===== config.mk =====
export PLATFORM = sky130hd
export DESIGN_NAME = cpu_phase_sequencer
export DESIGN_NICKNAME = d
export VERILOG_FILES = /design/src/rtl/cpu_phase_sequencer_pkg.sv /design/src/rtl/cpu_phase_sequencer_handshake_timer.sv /design/src/rtl/cpu_phase_sequencer.sv
export SDC_FILE = /design/constraint.sdc
export NUM_CORES = 1
export LEC_CHECK = 0
export CORE_MARGIN = 2
export CORE_UTILIZATION = 40
export DETAILED_ROUTE_END_ITERATION = 10
export PLACE_DENSITY = 0.66
export SLEW_MARGIN = 0
export SYNTH_ARGS = -nofsm -noshare
export SYNTH_HDL_FRONTEND = slang
export SYNTH_HIERARCHICAL = 1
export SYNTH_SLANG_ARGS = --single-unit

===== constraint.sdc =====
create_clock -name clock -period 3.6 [get_ports clock]
set_input_delay 0.36 -clock clock [delete_from_list [all_inputs] [get_ports clock]]
set_output_delay 0.36 -clock clock [all_outputs]
set_load 0.02 [all_outputs]

===== src/rtl/cpu_phase_sequencer_pkg.sv =====
// Shared phase encodings and defaults for the LEGv8 multi-cycle phase sequencer.
// The datapath and cache debug ports decode the same 3-bit phase values.
package cpu_phase_sequencer_pkg;

    localparam int CNT_W_DEFAULT   = 32;
    localparam int TIMEOUT_DEFAULT = 16;

    typedef enum logic [2:0] {
        PH_IDLE      = 3'd0,
        PH_FETCH     = 3'd1,
        PH_DECODE    = 3'd2,
        PH_EXECUTE   = 3'd3,
        PH_MEM       = 3'd4,
        PH_WRITEBACK = 3'd5,
        PH_HALTED    = 3'd6
    } phase_e;

    function automatic logic phase_is_running(input phase_e p);
        return !((p == PH_IDLE) || (p == PH_HALTED));
    endfunction

endpackage


===== src/rtl/cpu_phase_sequencer_handshake_timer.sv =====
// Wait-cycle counter shared by the instruction-fetch and data-cache handshakes.
// o_expired flags the last cycle a request may still be acked before it times out.
module cpu_phase_sequencer_handshake_timer
    import cpu_phase_sequencer_pkg::*;
#(
    parameter int TIMEOUT = TIMEOUT_DEFAULT
) (
    input  logic clock,
    input  logic reset_n,
    input  logic i_clear,
    input  logic i_count_en,
    output logic o_expired
);

    localparam int              CW    = $clog2(TIMEOUT + 1);
    localparam logic [CW-1:0]   LAST  = CW'(TIMEOUT - 1);
    localparam logic [CW-1:0]   LIMIT = CW'(TIMEOUT);

    logic [CW-1:0] r_count;

    // NOTE: sequential state uses non-blocking assignments so every register
    // samples the pre-edge values, independent of statement order.
    always_ff @(posedge clock or negedge reset_n) begin
        if (!reset_n) begin
            r_count <= '0;
        end else if (i_clear) begin
            r_count <= '0;
        end else if (i_count_en && (r_count != LIMIT)) begin
            r_count <= r_count + CW'(1);
        end
    end

    assign o_expired = (r_count >= LAST);

endmodule


===== src/rtl/cpu_phase_sequencer.sv =====
// Multi-cycle FETCH/DECODE/EXECUTE/MEM/WRITEBACK sequencer with cache handshakes,
// timeout fault halt and cycle/retired counters. All outputs are registered.
module cpu_phase_sequencer
    import cpu_phase_sequencer_pkg::*;
#(
    parameter int CNT_W   = CNT_W_DEFAULT,
    parameter int TIMEOUT = TIMEOUT_DEFAULT
) (
    input  logic             clock,
    input  logic             reset_n,
    input  logic             start,
    input  logic             haltReq,
    input  logic             fetchAck,
    input  logic             dataAck,
    input  logic             memRead,
    input  logic             memWrite,
    input  logic             regWriteFlag,
    input  logic             branch,
    input  logic             unconditionalBranch,
    input  logic             aluZero,
    output logic             fetchReq,
    output logic             irLoad,
    output logic             decodeEn,
    output logic             aluEn,
    output logic             dataReq,
    output logic             dataWe,
    output logic             regWriteEn,
    output logic             pcWrite,
    output logic             pcSrcBranch,
    output logic             running,
    output logic             fault,
    output logic [CNT_W-1:0] cycleCount,
    output logic [CNT_W-1:0] retiredCount
);

    phase_e           r_state;
    phase_e           w_next_state;
    logic             w_timeout;
    logic             w_expired;
    logic             w_timer_clear;
    logic             w_timer_en;
    logic             w_mem_write;
    logic             w_reg_write;
    logic             w_branch_taken;

    logic             r_mem_write;
    logic             r_reg_write;
    logic             r_branch_taken;
    logic             r_fetch_req;
    logic             r_ir_load;
    logic             r_decode_en;
    logic             r_alu_en;
    logic             r_data_req;
    logic             r_data_we;
    logic             r_reg_write_en;
    logic             r_pc_write;
    logic             r_pc_src_branch;
    logic             r_running;
    logic             r_fault;
    logic [CNT_W-1:0] r_cycle_count;
    logic [CNT_W-1:0] r_retired_count;

    // Decoder flags are captured in EXECUTE; later phases use the captured copy.
    assign w_mem_write    = (r_state == PH_EXECUTE) ? memWrite : r_mem_write;
    assign w_reg_write    = (r_state == PH_EXECUTE) ? regWriteFlag : r_reg_write;
    assign w_branch_taken = (r_state == PH_EXECUTE) ? (unconditionalBranch | (branch & aluZero))
                                                    : r_branch_taken;

    // NOTE: every always_comb output gets a default first so no path infers a latch.
    always_comb begin
        w_next_state = r_state;
        w_timeout    = 1'b0;
        case (r_state)
            PH_IDLE:      if (start) w_next_state = PH_FETCH;
            PH_FETCH: begin
                if (fetchAck) begin
                    w_next_state = PH_DECODE;
                end else if (w_expired) begin
                    w_next_state = PH_HALTED;
                    w_timeout    = 1'b1;
                end
            end
            PH_DECODE:    w_next_state = PH_EXECUTE;
            PH_EXECUTE:   w_next_state = (memRead | memWrite) ? PH_MEM : PH_WRITEBACK;
            PH_MEM: begin
                if (dataAck) begin
                    w_next_state = PH_WRITEBACK;
                end else if (w_expired) begin
                    w_next_state = PH_HALTED;
                    w_timeout    = 1'b1;
                end
            end
            PH_WRITEBACK: w_next_state = haltReq ? PH_HALTED : PH_FETCH;
            PH_HALTED:    w_next_state = PH_HALTED;
            default:      w_next_state = PH_IDLE;
        endcase
    end

    assign w_timer_clear = (w_next_state != r_state) &&
                           ((w_next_state == PH_FETCH) || (w_next_state == PH_MEM));
    assign w_timer_en    = ((r_state == PH_FETCH) && !fetchAck) ||
                           ((r_state == PH_MEM)   && !dataAck);

    cpu_phase_sequencer_handshake_timer #(
        .TIMEOUT (TIMEOUT)
    ) u_timer (
        .clock      (clock),
        .reset_n    (reset_n),
        .i_clear    (w_timer_clear),
        .i_count_en (w_timer_en),
        .o_expired  (w_expired)
    );

    // Each output is loaded with its value for the phase being entered.
    always_ff @(posedge clock or negedge reset_n) begin
        if (!reset_n) begin
            r_state         <= PH_IDLE;
            r_mem_write     <= 1'b0;
            r_reg_write     <= 1'b0;
            r_branch_taken  <= 1'b0;
            r_fetch_req     <= 1'b0;
            r_ir_load       <= 1'b0;
            r_decode_en     <= 1'b0;
            r_alu_en        <= 1'b0;
            r_data_req      <= 1'b0;
            r_data_we       <= 1'b0;
            r_reg_write_en  <= 1'b0;
            r_pc_write      <= 1'b0;
            r_pc_src_branch <= 1'b0;
            r_running       <= 1'b0;
            r_fault         <= 1'b0;
            r_cycle_count   <= '0;
            r_retired_count <= '0;
        end else begin
            r_state         <= w_next_state;
            r_mem_write     <= w_mem_write;
            r_reg_write     <= w_reg_write;
            r_branch_taken  <= w_branch_taken;
            r_fetch_req     <= (w_next_state == PH_FETCH);
            r_ir_load       <= (r_state == PH_FETCH) && (w_next_state == PH_DECODE);
            r_decode_en     <= (w_next_state == PH_DECODE);
            r_alu_en        <= (w_next_state == PH_EXECUTE);
            r_data_req      <= (w_next_state == PH_MEM);
            r_data_we       <= (w_next_state == PH_MEM) && w_mem_write;
            r_reg_write_en  <= (w_next_state == PH_WRITEBACK) && w_reg_write && !w_mem_write;
            r_pc_write      <= (w_next_state == PH_WRITEBACK);
            r_pc_src_branch <= (w_next_state == PH_WRITEBACK) && w_branch_taken;
            r_running       <= phase_is_running(w_next_state);
            if (w_timeout) begin
                r_fault <= 1'b1;
            end
            if (r_running) begin
                r_cycle_count <= r_cycle_count + CNT_W'(1);
            end
            if (w_next_state == PH_WRITEBACK) begin
                r_retired_count <= r_retired_count + CNT_W'(1);
            end
        end
    end

    assign fetchReq     = r_fetch_req;
    assign irLoad       = r_ir_load;
    assign decodeEn     = r_decode_en;
    assign aluEn        = r_alu_en;
    assign dataReq      = r_data_req;
    assign dataWe       = r_data_we;
    assign regWriteEn   = r_reg_write_en;
    assign pcWrite      = r_pc_write;
    assign pcSrcBranch  = r_pc_src_branch;
    assign running      = r_running;
    assign fault        = r_fault;
    assign cycleCount   = r_cycle_count;
    assign retiredCount = r_retired_count;

endmodule

==> impl_metrics.yaml <==
outcome:
  outcome: "complete, no violations"
power_and_ir_drop:
  p_per_area_nw_per_um2: 560
  leakage_nw: 2.21
  power_mw: 2.87
  ir_drop_v: 0.000283
worst_setup_path:
  r2r-end: "u_timer/r_count[0]"
  worstSetupPathType: "reg2reg"
  arrival_ps: 3040
  cpPeakStageDelay_ps: 440
  slowest_stage: "dfrtp_1"
  r2r_start: "u_timer/r_count[0]"
  ff2ff_setup_slack_ps: 800
  required_ps: 3840
  crit_family: "simple AND/OR/NAND/NOR gates"
  worstPathMaxFanout: 7
  worstPathCellList: "ha_1 > and3_1 > ha_1 > nor2_1 > nand2_1 > or3_1 > a41o_1 > a21oi_1 > nor2_1 > mux2_4"
  cp-start-kind: "flop"
  cp-end-kind: "flop"
  r2r_cells: 10
  startpoint: "u_timer/r_count[0]"
  cp_num_buf_inv: 0
synth:
  syn-num-nets: 368
  ys_types: 46
  yosys.area.top_type: "dfrtp_1"
  synthCells: 351
  syn_area_um2: 3930
  syn_avg_cell_area_um2: 11.2
  yosysSeqAreaShare_pct: 54.8
  yosys_warnings: 6
  synth_top_area_share_pct: 54.8
  synthTopCellsByArea: "dfrtp_1 (55%), xnor2_1 (12%), nand2_1 (3.5%)"
  ys_ff_latch: 86
drt:
  viasPerCell: 5.07
  wl_per_cell_um: 14.0
  drt-pass1-iter-count: 4
  drt_wl_total_um: 8140
  drt_iter0_drc: 78
  vias: 2939
  drcViolationCount: 0
  drtAntennaViolNets: 0
clock_tree:
  cts_tree: "done"
  cts_buffers: 9
  cts-root-buf: "clkbuf_8"
  clk_pin_slew_worst_paths_ps: 90
  cts.sinks: 86
  worstSkewPairLatency_ps: 350
  cts_resized: 0
  post_cts_buffers: 0
  cts_hold_buf: 0
  cts_max_level: 3
  cts_buffer_depth: 2
sta:
  min_period_ps: 2800
  slew_headroom_pct: 29.3
  hold_viol_final: 0
  fin_crit_sh_pct: 77.7
  worst-slew-pin-transition_ps: 1060
  fmax_ghz: 0.357
  rsz0062_at_grt: "no"
  slew_viol_final: 0
  finalClockSkew_ps: 8.46
  finalSetupTns_ps: 0
  setup_viol: 0
floorplanning:
  core_area_um2: 9640
  die_h_um: 103
  num_rows: 36
  dieArea_um2: 10600
  io_pins: 87
  die_w_um: 103
  start_util_pct: 40.7
finish:
  diodes: 0
  nFillCells: 906
  design_area_um2: 5110
  num-nets-final: 459
  area_growth_syn_to_layout_pct: 30.2
  seqCellArea_um2: 2150
  multi_input_area_um2: 1700
  drive_above_1_share_pct: 6.26
global_route:
  first_global_vias: 2793
  antenna_found_initial: 0
  grt_pass1_wl_um: 13300
  grt_max_degree: 87
  grtUsageTotal_pct: 16.0
  gr-total-overflow: 0
placed_design:
  dp_hpwl_um: 5870
  dpl_cell_area_um2: 4920
  io_buffers: 86
  gp_congestion: 0.836
run:
  maxCapViolCount: 0
hold_path:
  hold_path.class: "in2async"
[per-layer routing]
metal  share of wire (%)  global-route usage [%]  up-vias  routed length (µm)
met5                   0                       0        -                   0
met4                 1.7                    6.17        0                 140
met3                 4.6                    3.32       10                 372
met2                  47                    24.9       65                3840
met1                  47                    22.0     1464                3790
li1                    -                       -     1400                   -
[through the flow]
step                      hold WS, ps  std cells  setup WS [ps]  utilization (%)
after floorplan                  64.4        351           1100                -
after global placement            463        564            905             51.0
after detailed placement          465        564            803             51.0
after CTS                         229        580            797             53.1
after global routing              248        580            539             53.1
final                             185        580            802             53.1
[placed cells by master, fill, tap and decap left out, drive strengths merged, types with 2 or more instances in the layout]
master / Yosys / final
dfrtp: 86 / 86
clkdlybuf4s50: 0 / 85
xnor2: 52 / 52
nand2: 37 / 37
nand3: 26 / 26
nor2: 21 / 21
nand4: 20 / 20
and3: 15 / 15
xor2: 12 / 12
inv: 11 / 12
and4: 11 / 11
clkbuf: 3 / 10
nand2b: 8 / 8
a21oi: 6 / 6
ha: 5 / 5
nor3: 4 / 4
mux2: 4 / 4
nand3b: 3 / 3
and2: 3 / 3
a41o: 2 / 2
o21ai: 2 / 2
nor4: 2 / 2
clkinvlp: 0 / 2
clkinv: 0 / 2
o32a: 2 / 2
[worst max path at each step]
stage | to | slack, ps | depth (start not counted)
2_1_floorplan | u_timer/r_count[0] | 1100 | 10
5_1_grt | u_timer/r_count[0] | 540 | 10
6_report | u_timer/r_count[0] | 800 | 10
3_5_place_dp | u_timer/r_count[0] | 800 | 10
3_3_place_gp | u_timer/r_count[0] | 910 | 10
4_1_cts | u_timer/r_count[0] | 800 | 10
[synth_stat cells (all sizes together)]
cell / count
dfrtp: 86
xnor2: 52
nand2: 37
nand3: 26
nor2: 21
nand4: 20
and3: 15
xor2: 12
and4: 11
inv: 11
nand2b: 8
a21oi: 6
ha: 5
mux2: 4
nor3: 4
and2: 3
buf: 3
clkbuf: 3
nand3b: 3
a41o: 2
nor4: 2
o21ai: 2
o32a: 2
a211oi: 1
and3b: 1
and4bb: 1
mux2i: 1
nor3b: 1
nor4b: 1
o2111ai: 1
o211a: 1
o22a: 1
o2bb2ai: 1
o31a: 1
or3: 1
or3b: 1
[power by group]
group,switching [mW],total (mW),internal [mW]
clock network,0.352,0.678,0.326
registers,0.186,1.30,1.12
logic,0.467,0.886,0.418
[kinds of logic (layout without fill, tap and decap cells)]
family / count (synthesis) / in the layout / synth area share, %
and+or+nand+nor: 156 / 156 / 22.0
DFF: 86 / 86 / 54.8
xor gates and xnor gates: 64 / 64 / 14.5
AOI/OAI and AO/OA: 18 / 18 / 3.70
buffers and inverters: 17 / 113 / 1.98
adders and majority gates: 5 / 5 / 1.59
muxes: 5 / 5 / 1.50
[layout make-up]
type                            count  area share, %
Sequential cell                    86           42.1
Multi-Input combinational cell    248           33.2
Timing Repair Buffer               86           16.8
Tap cell                          133           3.25
Clock buffer                       10           2.50
Clock inverter                      6           1.39
Inverter                           11          0.807
[worst register-to-register path, delay by kind of cell (launching register included)]
kind                       cells  cell delay (ps)
and+or+nand+nor                5              830
AOI/OAI and AO/OA              2              720
DFF                            1              440
adders and majority gates      2              430
muxes                          1              270
[registers in the layout, indices dropped and copies added (netlist names)]
register / cells
r_mem_write: 1
dataWe: 1
pcSrcBranch: 1
regWriteEn: 1
fetchReq: 1
r_state: 3
running: 1
decodeEn: 1
irLoad: 1
retiredCount: 32
fault: 1
r_branch_taken: 1
cycleCount: 32
r_reg_write: 1
u_timer/r_count: 5
aluEn: 1
dataReq: 1
pcWrite: 1
Power figures use the tool's default switching activity.
